--- src/rtl/mbisr_repair_remap.sv ---
// Spare-row repair allocator and remap CAM for the MBIST/MBISR pair.
// Optional MBISR_FAIL_COUNT_EN builds an 8-bit saturating counter of accepted fail reports.
module mbisr_repair_remap #(
  parameter int ADDR_W     = 4,
  parameter int NUM_SPARES = 2,
  parameter int IDX_W      = 3
) (
  input  logic              clk,
  input  logic              rst_n,
  input  logic              learn_start,
  input  logic              fail_valid,
  input  logic [ADDR_W-1:0] fail_addr,
  output logic              fail_ready,
  input  logic              learn_done,
  input  logic [ADDR_W-1:0] acc_addr,
  output logic              remap_hit,
  output logic [IDX_W-1:0]  remap_idx,
  output logic [IDX_W:0]    spares_used,
  output logic              repair_ok,
  output logic              unrepairable,
  output logic [7:0]        fail_cnt
);

  localparam logic [1:0] S_IDLE  = 2'd0;
  localparam logic [1:0] S_LEARN = 2'd1;
  localparam logic [1:0] S_DONE  = 2'd2;

  localparam logic [IDX_W:0] SPARES_MAX = (IDX_W+1)'(NUM_SPARES);

  logic [1:0]            state;
  logic [ADDR_W-1:0]     cam_addr [NUM_SPARES];
  logic [NUM_SPARES-1:0] cam_valid;
  logic [NUM_SPARES-1:0] alloc_onehot;
  logic                  accept, dup, full, alloc, overflow;
  logic                  hit_c;
  logic [IDX_W-1:0]      idx_c;

  assign fail_ready = (state == S_LEARN);
  // A restart on the same edge drops the report.
  assign accept     = fail_ready && fail_valid && !learn_start;
  assign full       = (spares_used >= SPARES_MAX);
  assign alloc      = accept && !dup && !full;
  assign overflow   = accept && !dup && full;

  always_comb begin
    // NOTE: every output of this block gets a default first, so no path can leave it unassigned and infer a latch.
    dup          = 1'b0;
    hit_c        = 1'b0;
    idx_c        = '0;
    alloc_onehot = '0;
    // Descending scan so the lowest matching index is the one left standing.
    for (int i = NUM_SPARES - 1; i >= 0; i--) begin
      if (cam_valid[i] && cam_addr[i] == fail_addr) dup = 1'b1;
      if (cam_valid[i] && cam_addr[i] == acc_addr) begin
        hit_c = 1'b1;
        idx_c = IDX_W'(i);
      end
      if (alloc && spares_used == (IDX_W+1)'(i)) alloc_onehot[i] = 1'b1;
    end
  end

  // NOTE: the CAM address storage has no reset; an entry is meaningless until its valid bit is set.
  always_ff @(posedge clk) begin
    for (int i = 0; i < NUM_SPARES; i++) begin
      if (alloc_onehot[i]) cam_addr[i] <= fail_addr;
    end
  end

  // NOTE: all state updates use non-blocking assignments so every flop samples pre-edge values.
  always_ff @(posedge clk or negedge rst_n) begin
    if (!rst_n) begin
      state        <= S_IDLE;
      cam_valid    <= '0;
      spares_used  <= '0;
      repair_ok    <= 1'b0;
      unrepairable <= 1'b0;
    end else if (learn_start) begin
      state        <= S_LEARN;
      cam_valid    <= '0;
      spares_used  <= '0;
      repair_ok    <= 1'b0;
      unrepairable <= 1'b0;
    end else if (state == S_LEARN) begin
      cam_valid <= cam_valid | alloc_onehot;
      if (alloc)    spares_used  <= spares_used + (IDX_W+1)'(1);
      if (overflow) unrepairable <= 1'b1;
      // The report on this edge is folded into the verdict.
      if (learn_done) begin
        state     <= S_DONE;
        repair_ok <= ~(unrepairable | overflow);
      end
    end
  end

  always_ff @(posedge clk or negedge rst_n) begin
    if (!rst_n) begin
      remap_hit <= 1'b0;
      remap_idx <= '0;
    end else if (state == S_DONE && !learn_start) begin
      remap_hit <= hit_c;
      remap_idx <= idx_c;
    end else begin
      remap_hit <= 1'b0;
      remap_idx <= '0;
    end
  end

`ifdef MBISR_FAIL_COUNT_EN
  logic [7:0] fail_cnt_q;

  always_ff @(posedge clk or negedge rst_n) begin
    if (!rst_n) begin
      fail_cnt_q <= '0;
    end else if (learn_start) begin
      fail_cnt_q <= '0;
    end else if (accept && fail_cnt_q != 8'hFF) begin
      fail_cnt_q <= fail_cnt_q + 8'd1;
    end
  end

  assign fail_cnt = fail_cnt_q;
`else
  assign fail_cnt = '0;
`endif

endmodule

--- config.mk ---
export PLATFORM = sky130hd
export DESIGN_NAME = mbisr_repair_remap
export DESIGN_NICKNAME = d
export VERILOG_FILES = /design/src/rtl/mbisr_repair_remap.sv
export SDC_FILE = /design/constraint.sdc
export NUM_CORES = 1
export LEC_CHECK = 0
export CAP_MARGIN = 30
export CORE_UTILIZATION = 41
export CTS_BUF_LIST = sky130_fd_sc_hd__clkbuf_8 sky130_fd_sc_hd__clkbuf_16
export CTS_CLUSTER_DIAMETER = 60
export DETAILED_ROUTE_END_ITERATION = 16
export PLACE_DENSITY_LB_ADDON = 0.05
export SLEW_MARGIN = 25
export SYNTH_ARGS = -nofsm -noshare
export SYNTH_HDL_FRONTEND = slang
export SYNTH_SLANG_ARGS = --single-unit
--- constraint.sdc ---
create_clock -name clk -period 1.7 [get_ports clk]
set_input_delay 0.255 -clock clk [delete_from_list [all_inputs] [get_ports clk]]
set_output_delay 0.255 -clock clk [all_outputs]
set_load 0.05 [all_outputs]
After elaboration in Yosys (flattened, before gate mapping)
Memories as Yosys holds them, arrays and structs flattened. Index checks and enable logic that the tools add are counted. W data, S select, Z words.

$add $sub $neg: 1. Order comparisons: 1. Eq/ne operators: 7. Multiplexer cells: 31. Bitwise logic cells: 3. Reduce and logical (&&, ||, !) cells: 24.

Operator list (number): $mux W1 (20); $eq A4 B4 Y1 (4); $mux W4 (4); $logic_and A1 B1 Y1 (12); $mux W2 (5); $reduce_bool A2 Y1 (4); $mux W3 (2); $reduce_and A2 Y1 (3); $add A4 B1 Y4 const B (1); $eq A4 B1 Y1 const B (1); $ge A4 B2 Y1 const B (1); $logic_not A4 Y1 (1); $reduce_or A4 Y1 (1); $logic_not A1 Y1 (3); $eq A2 B1 Y1 const B (1); $eq A2 B2 Y1 const B (1); $or A2 B2 Y2 (1); $not A1 Y1 (1); $or A1 B1 Y1 (1).

Bits in registers: 14. Memory bits (writable): 8. Input port bits: 13. Output and inout port bits: 19. Word-level logic and storage cells: 75. Memories kept: 1.

Memory list: cam_addr (depth 2, bits a word 4, rd ports 2, clocked after memory_dff 0, wr ports 1, line 31) `logic [ADDR_W-1:0] cam_addr [NUM_SPARES];`.

Longest topological paths before layout
Gate-level depths: netlist (run 1). An unclocked memory read counts as a cell.

Depth after elaboration: 14. Gate-level depth with buffers: 5. Mapped depth without buffers: 5.

Least setup slack after synthesis (run 1)
OpenSTA, ideal clock, no wires.

Kind: reg2reg. Start: register spares_used[0]. End: memory cam_addr[0][0] (enable). Library setup time: 0.309 ns. Arrival time: 1.929 ns. Data required time: 1.391 ns. Path slack: -0.538 ns. Cell stages (with the launch flop): 6. Buffers on the path: 0. Period minus slack after synthesis: 2.238 ns. Cells stage by stage: dfrtp_1 -> inv_1 -> ha_1 -> or4_4 -> nor3_4 -> and2_1.

Elaborated cells between the ends (all ways): 16. Classes of those cells: order compare: 1; eq/ne: 1; mux: 8; reduce/logical: 6.

RTL lines: from (decl) (line 18) `output logic [IDX_W:0] spares_used,`; from (signal assigned) (line 85) `if (alloc) spares_used <= spares_used + (IDX_W+1)'(1);`; $ge A4 B2 Y1 (line 41) `assign full = (spares_used >= SPARES_MAX);`; $logic_not A1 Y1 (line 42) `assign alloc = accept && !dup && !full;`; $logic_and A1 B1 Y1 (line 42); $logic_and A1 B1 Y1 * (line 58) `if (alloc && spares_used == (IDX_W+1)'(i)) alloc_onehot[i] = 1'b1;`; $mux W1 * (line 58); via alloc_onehot[0] (line 33) `logic [NUM_SPARES-1:0] alloc_onehot;`; $mux W1 * (line 65) `if (alloc_onehot[i]) cam_addr[i] <= fail_addr;`; $mux W1 (not written as such) * (line 65); $mux W1 (no line) *; to (decl) (line 31).

Mark *: on every way through the listed nets, which the timed path passes. The rest lies on a longest branch.

Worst setup path after layout (run 1)
Start: register spares_used[1]. End: memory cam_addr[1][3] (netlist: cam_addr[0][7]) (enable).

Word-level cells in the longest chain between the ends: 9. Elaborated cells between the ends (all ways): 16. Classes of those cells: order compare: 1; eq/ne: 1; mux: 8; reduce/logical: 6.

Ends and longest elaborated chain (line): $ge A4 B2 Y1 (41); $logic_not A1 Y1 (42); $logic_and A1 B1 Y1 (42); $logic_and A1 B1 Y1 * (58); $mux W1 * (58); via alloc_onehot[1] (33); $mux W1 * (65); $mux W1 (not written as such) * (65); $reduce_or A4 Y1 (no line); $mux W1 (no line).

Marks and branches as above.

==> summary.txt, run 1 <==
Worst setup path
  • Delay-heaviest family, CP: simple AND/OR/NAND/NOR gates
  • Critical Setup Path Class: flop to flop
  • CP startpoint kind: flop
  • CP max-delay cell: dfrtp_2
  • Crit. End Element: flop
  • Crit Path Max Fanout: 4
  • Worst path arrival time: 1.68 ns
  • Required @ worst endpoint: 1.68 ns
  • Reg2Reg Setup Slack: 0.00008 ns
  • WP depth: 4
  • Worst r2r src: spares_used[1]$_DFFE_PN0P_
  • CP peak stage delay: 0.44 ns
  • Worst Path Buf+Inv: 0
  • Critical-path cell list: ha_4, or4_4, nor3_4, and2_4
  • Reg2reg end: cam_addr[0][7]$_DFFE_PP_
  • R2r worst-path depth: 4

Synth
  • Sequential fraction of the synthesis area: 0.500
  • Largest family of logic cells by synthesized area: simple AND/OR/NAND/NOR gates
  • Synth Register Bits: 20
  • Syn Inst Count: 90
  • Multiplexer share of the synthesized area: 0.00926
  • Synth unique cells: 29
  • Mean Syn Cell Area: 12.0 um2
  • Synth Warn #: 0
  • Synth Area in Simple Gates: 0.149
  • Adder-Cell Fraction of Synth Area: 0.0463
  • Synth Area in Compound Gates: 0.0787
  • Mapped Area: 1080 um2
  • Post-Synth XOR/XNOR Area: 0.130

Layout
  • Final core occ: 0.578
  • Area grow syn2layout: 32.5%
  • Layout Cells excl Fill: 156
  • Nets: 144
  • # diodes: 0
  • Filler Cells Inserted: 226
  • Layout cells sized above 1: 0.294

Pwr
  • P_leak: 0.000630 uW
  • Max IR drop VDD: 570 uV
  • PwrDens: 823 nW/um2

STA
  • Period utilization: 1.00
  • Final Max Slew Viols: 0
  • Worst Max-Slew Pin Slew: 0.547 ns
  • Setup violations, final: 0
  • Final WS setup: 0.0000753 ns
  • Max-slew headroom: 0.634
  • Clock skew: 0.00188 ns
  • Final period demand of the worst path: 1.70 ns
  • Setup TNS: 0 ns
  • Max Fclk: 588 MHz
  • Hold slack final: 0.351 ns
  • Final hold viol count: 0
  • RSZ-0062 raised after global routing: yes

Clock tree
  • Setup Fix Bufs, Post-CTS: 0
  • CTS Root Cell: clkbuf_8
  • Reg clk slew, reported paths: 0.07 ns
  • Cts hold-fix bufs: 0
  • Total clock sinks: 20
  • H-Tree Depth: 1
  • CTS Buffer Depth: 2
  • Cts bufs inserted: 3
  • Worst-Skew Late Latency: 0.25 ns
  • TritonCTS clock tree: done

Global route
  • Vias in the first global route: 690
  • First-pass GRT wire length: 3150 um
  • Total GRT Usage: 0.158
  • Initial antenna violation count: 0
  • Global route total overflow: 0
  • Largest net degree at the start of global routing: 13

Floorplanning
  • IO Count: 32
  • CORE AREA: 2480 um2
  • Height of the die: 53.4 um
  • Die Area: 2850 um2
  • Die X: 53.4 um
  • Num rows: 18
  • Starting Density: 0.436

Min path
  • Worst hold path type: input pin to asynchronous set/reset pin

Place
  • PortBufs: 21
  • Placed insts: 152
  • Setup slack at placement: -0.300 ns
  • DP HPWL: 1600 um
  • Placer Congestion: 0.730

Route
  • DRC: 0
  • DRT antenna net count: 0
  • Drt wl/cell: 12.7 um
  • First DRT Iteration DRCs: 13
  • DR pass1 iterations: 4
  • Vias: 725
  • WL final: 1990 um
  • Vias/cell: 4.65

Outcome
  • Status: completed

Run
  • Max Cap Violations: 0
[sequential cells by signal, summed over array words and instances, names as in the netlist]
register / flops
state: 2
spares_used: 4
cam_addr: 8
remap_idx: 1
unrepairable: 1
repair_ok: 1
remap_hit: 1
cam_valid: 2
[worst register-to-register path, cell delays in order, from the launching register on]
cell	delay [ns]
dfrtp_2	0.44
ha_4	0.16
or4_4	0.43
nor3_4	0.18
and2_4	0.21
[stage by stage]
stage | cell area, um2 | total power [uW]
floorplan | 1130 | 766
finish | 1430 | 1180
detailed placement | 1380 | 874
CTS | 1420 | 1190
global placement | 1380 | 873
global route | 1430 | 1240
[logic make-up after synthesis]
logic type      after synthesis
compound gates                9
xor+xnor                     16
fa+ha+maj                     4
buf+inv                      14
flops                        20
mux                           1
other cells                   1
simple gates                 25
[area by class of cell]
| class | count | area (um2) | share of cell area |
|---|---|---|---|
| inverters | 4 | 15.0 | 0.0105 |
| clock inverters | 1 | 3.75 | 0.00262 |
| flip-flops and latches | 20 | 543 | 0.379 |
| well taps | 30 | 37.5 | 0.0262 |
| multi-input cells | 65 | 503 | 0.351 |
| clock buffers | 3 | 41.3 | 0.0288 |
| repair buffers | 33 | 289 | 0.202 |
[synth_stat cells]
| cell type | count | area share |
|---|---|---|
| nor2_1 | 3 | 0.010 |
| xnor2_1 | 8 | 0.065 |
| conb_1 | 1 | 0.0035 |
| buf_4 | 10 | 0.069 |
| a21oi_1 | 1 | 0.0046 |
| and2_1 | 2 | 0.012 |
| and2b_1 | 1 | 0.0069 |
| a21o_1 | 1 | 0.0069 |
| mux2i_1 | 1 | 0.0093 |
| dfrtp_1 | 12 | 0.28 |
| nand3_1 | 5 | 0.023 |
| ha_1 | 4 | 0.046 |
| nand2_1 | 7 | 0.024 |
| nor3b_2 | 1 | 0.012 |
| o41ai_2 | 1 | 0.015 |
| edfxtp_1 | 8 | 0.22 |
| or4_4 | 1 | 0.010 |
| o2111ai_2 | 1 | 0.014 |
| a22o_1 | 3 | 0.024 |
| nor3_1 | 1 | 0.0046 |
| inv_1 | 3 | 0.010 |
| nor2b_1 | 1 | 0.0058 |
| o21ai_0 | 1 | 0.0046 |
| a32o_1 | 1 | 0.0093 |
| nor4_4 | 1 | 0.020 |
| nor3_4 | 1 | 0.015 |
| nor4_1 | 1 | 0.0058 |
| clkinv_1 | 1 | 0.0035 |
| xor2_1 | 8 | 0.065 |
[worst max path at each step]
stage	startpoint	end	slack, ns
4_1_cts	spares_used[1]$_DFFE_PN0P_	cam_addr[0][7]$_DFFE_PP_	0.001
5_1_grt	spares_used[1]$_DFFE_PN0P_	cam_addr[0][1]$_DFFE_PP_	-0.05
6_report	spares_used[1]$_DFFE_PN0P_	cam_addr[0][7]$_DFFE_PP_	0.00008
3_5_place_dp	fail_addr[2]	cam_addr[0][6]$_DFFE_PP_	-0.30
3_3_place_gp	fail_addr[2]	cam_addr[0][2]$_DFFE_PP_	-0.25
2_1_floorplan	spares_used[0]$_DFFE_PN0P_	cam_addr[0][0]$_DFFE_PP_	-0.24
[repair_timing]
item,4_1_cts,5_1_grt
gates cloned,0,0
resized for setup,1,1
pin swaps,0,1
endpoints found under the hold margin,0,0
setup endpoints to repair,8,10
[where the power goes]
part | switching [uW] | internal [uW]
Sequential | 20.8 | 530
Combinational | 188 | 125
Clock | 155 | 161
Total | 364 | 816
[per-layer routing]
layer / vias up / part of all wire / global-route usage / routed length (um)
li1: 361 / - / - / -
met1: 340 / 0.49 / 0.215 / 975
met2: 24 / 0.45 / 0.246 / 898
met3: 0 / 0.056 / 0.0431 / 112
met4: 0 / 0 / 0.0395 / 0
met5: - / 0 / 0 / 0
[layout by cell type, fill, tap and decap left out, types with 3 or more instances in the layout]
cell,netlist,routed
clkbuf_8,0,3
xor2_1,8,8
buf_4,10,20
nand2_1,7,7
edfxtp_1,8,8
xnor2_1,8,8
a22o_1,3,3
dfrtp_1,12,10
nor2_1,3,3
clkdlybuf4s50_1,0,11
ha_1,4,3
conb_1,1,10
nand3_1,5,5
Power figures use the tool's default switching activity.
==> run 2, diff against run 1 <==
ABC_CLOCK_PERIOD_IN_PS = 1700   (was default)
CORE_MARGIN = 8   (was default)
==> summary.txt, run 2 (synthesis gave the netlist of run 1 again) <==
Outcome
  • Status: complete, but fails checks (was completed)
  • Failing checks: negative setup slack

STA
  • Final Max Slew Viols: 0 (unchanged)
  • Period utilization: 1.00 (about the same)
  • Final period demand of the worst path: 1.70 ns (about the same)
  • Clock skew: 0.00353 ns (was 0.00188 ns)
  • Hold slack final: 0.354 ns (was 0.351 ns)
  • Final hold viol count: 0 (unchanged)
  • Max Fclk: 588 MHz (about the same)
  • Setup TNS: -0.000656 ns (was 0 ns)
  • Setup violations, final: 2 (was 0)
  • Max-slew headroom: 0.626 (was 0.634)
  • RSZ-0062 raised after global routing: yes (unchanged)
  • Final WS setup: -0.000452 ns (was 0.0000753 ns)
  • Worst Max-Slew Pin Slew: 0.559 ns (was 0.547 ns)

Route
  • DR pass1 iterations: 4 (unchanged)
  • DRT antenna net count: 0 (unchanged)
  • DRC: 0 (unchanged)
  • Drt wl/cell: 14.6 um (was 12.7 um)
  • Vias/cell: 4.63 (was 4.65)
  • First DRT Iteration DRCs: 36 (was 13)
  • Vias: 736 (was 725)
  • WL final: 2310 um (was 1990 um)

Place
  • PortBufs: 21 (unchanged)
  • Setup slack at placement: -0.302 ns (was -0.300 ns)
  • Placed insts: 152 (unchanged)
  • DP Area: 1380 um2 (unchanged)
  • Placer Congestion: 0.775 (was 0.730)
  • DP HPWL: 1890 um (was 1600 um)

Worst setup path
  • CP peak stage delay: 0.43 ns (was 0.44 ns)
  • Crit. Startpoint: spares_used[1]$_DFFE_PN0P_ (unchanged)
  • Reg2reg end: cam_addr[0][2]$_DFFE_PP_ (was cam_addr[0][7]$_DFFE_PP_)
  • CP max-delay cell: dfrtp_2 (unchanged)
  • Crit Path Max Fanout: 4 (unchanged)
  • WP depth: 4 (unchanged)
  • R2r worst-path depth: 4 (unchanged)
  • Worst r2r src: spares_used[1]$_DFFE_PN0P_ (unchanged)
  • Reg2Reg Setup Slack: -0.0005 ns (was 0.00008 ns)
  • Required @ worst endpoint: 1.68 ns (about the same)
  • Crit. End Element: flop (unchanged)
  • Critical Setup Path Class: flop to flop (unchanged)
  • Worst Path Buf+Inv: 0 (unchanged)
  • Critical-path cell list: ha_4, or4_4, nor3_4, and2_4 (unchanged)
  • Worst path arrival time: 1.68 ns (about the same)
  • Delay-heaviest family, CP: simple AND/OR/NAND/NOR gates (unchanged)
  • CP startpoint kind: flop (unchanged)

Floorplanning
  • Die Area: 4540 um2 (was 2850 um2)
  • Height of the die: 67.4 um (was 53.4 um)
  • Die X: 67.4 um (was 53.4 um)
  • CORE AREA: 2500 um2 (was 2480 um2)
  • Starting Density: 0.432 (was 0.436)
  • Num rows: 18 (unchanged)
  • IO Count: 32 (unchanged)

Clock tree
  • CTS Buffer Depth: 2 (unchanged)
  • Cts bufs inserted: 3 (unchanged)
  • CTS Root Cell: clkbuf_8 (unchanged)
  • Total clock sinks: 20 (unchanged)
  • H-Tree Depth: 1 (unchanged)
  • Worst-Skew Late Latency: 0.26 ns (was 0.25 ns)
  • Cts hold-fix bufs: 0 (unchanged)
  • Reg clk slew, reported paths: 0.07 ns (about the same)
  • TritonCTS clock tree: done (unchanged)

Layout
  • Top reg by flops: cam_addr (unchanged)
  • Nets: 147 (was 144)
  • Area grow syn2layout: 35.6% (was 32.5%)
  • Max FFs per register: 8 (unchanged)
  • Final instance area: 1470 um2 (was 1430 um2)
  • Layout Cells excl Fill: 159 (was 156)
  • # diodes: 0 (unchanged)
  • Most frequent cells in the layout: 23 x buf_4, 10 x conb_1, 10 x dfrtp_1 (was 20 x buf_4, 11 x clkdlybuf4s50_1, 10 x conb_1, 10 x dfrtp_1)
  • Most common cell after layout, fill and taps aside: buf_4 (unchanged)
  • Regs by FF count: cam_addr: 8 flops, spares_used: 4 flops (unchanged)
  • Layout cells sized above 1: 0.318 (was 0.294)

Global route
  • First-pass GRT wire length: 3800 um (was 3150 um)
  • Total GRT Usage: 0.110 (was 0.158)
  • Largest net degree at the start of global routing: 13 (unchanged)
  • Initial antenna violation count: 0 (unchanged)
  • Global route total overflow: 0 (unchanged)
  • Vias in the first global route: 803 (was 690)

Min path
  • Worst hold path type: input pin to asynchronous set/reset pin (unchanged)

Run
  • Max Cap Violations: 0 (unchanged)

Pwr
  • Max IR drop VDD: 460 uV (was 570 uV)
  • PwrDens: 810 nW/um2 (was 823 nW/um2)
  • P_leak: 0.000666 uW (was 0.000630 uW)
==> run 2: final cells by class <==
| class | count | area, um2 |
|---|---|---|
| Timing Repair Buffer | 36 | 315 |
| Tap cell | 30 | 37.5 |
| Multi-Input combinational cell | 65 | 510 |
| Inverter | 4 | 15.0 |
| Fill cell | 208 | 1030 |
| Clock buffer | 3 | 41.3 |
| Clock inverter | 1 | 3.75 |
| Sequential cell | 20 | 543 |
==> run 2: worst max-delay path by stage <==
stage | slack (ns) | endpoint
2_1_floorplan | -0.24 | cam_addr[0][0]$_DFFE_PP_
3_3_place_gp | -0.25 | repair_ok$_DFFE_PN0P_
3_5_place_dp | -0.30 | cam_addr[0][7]$_DFFE_PP_
4_1_cts | 0.004 | cam_addr[0][7]$_DFFE_PP_
5_1_grt | -0.08 | cam_valid[0]$_DFFE_PN0P_
6_report | -0.0005 | cam_addr[0][2]$_DFFE_PP_
==> run 2: repair_timing <==
item / 4_1_cts / 5_1_grt
endpoints found under the setup margin: 9 / 9
pin swaps: 1 / 2
endpoints found under the hold margin: 0 / 0
resized for setup: 2 / 4
setup buffers: 0 / 3
==> run 2: metal layers <==
metal	GRT usage	wire length [um]	up-vias
met1	0.133	1040	338
met2	0.173	1060	27
li1	-	-	366
met5	0	0	-
met4	0.0627	45	0
met3	0.0298	171	5
==> run 2: per-stage QoR <==
stage | util | power, uW
3_3_place_gp | 0.552 | 879
2_1_floorplan | - | 766
5_1_grt | 0.587 | 1240
6_report | 0.587 | 1190
3_5_place_dp | 0.552 | 879
4_1_cts | 0.569 | 1190
==> run 2: power by group <==
group / internal (uW) / switching, uW
clock network: 161 / 152
registers: 530 / 20.3
logic: 128 / 196
total: 819 / 368
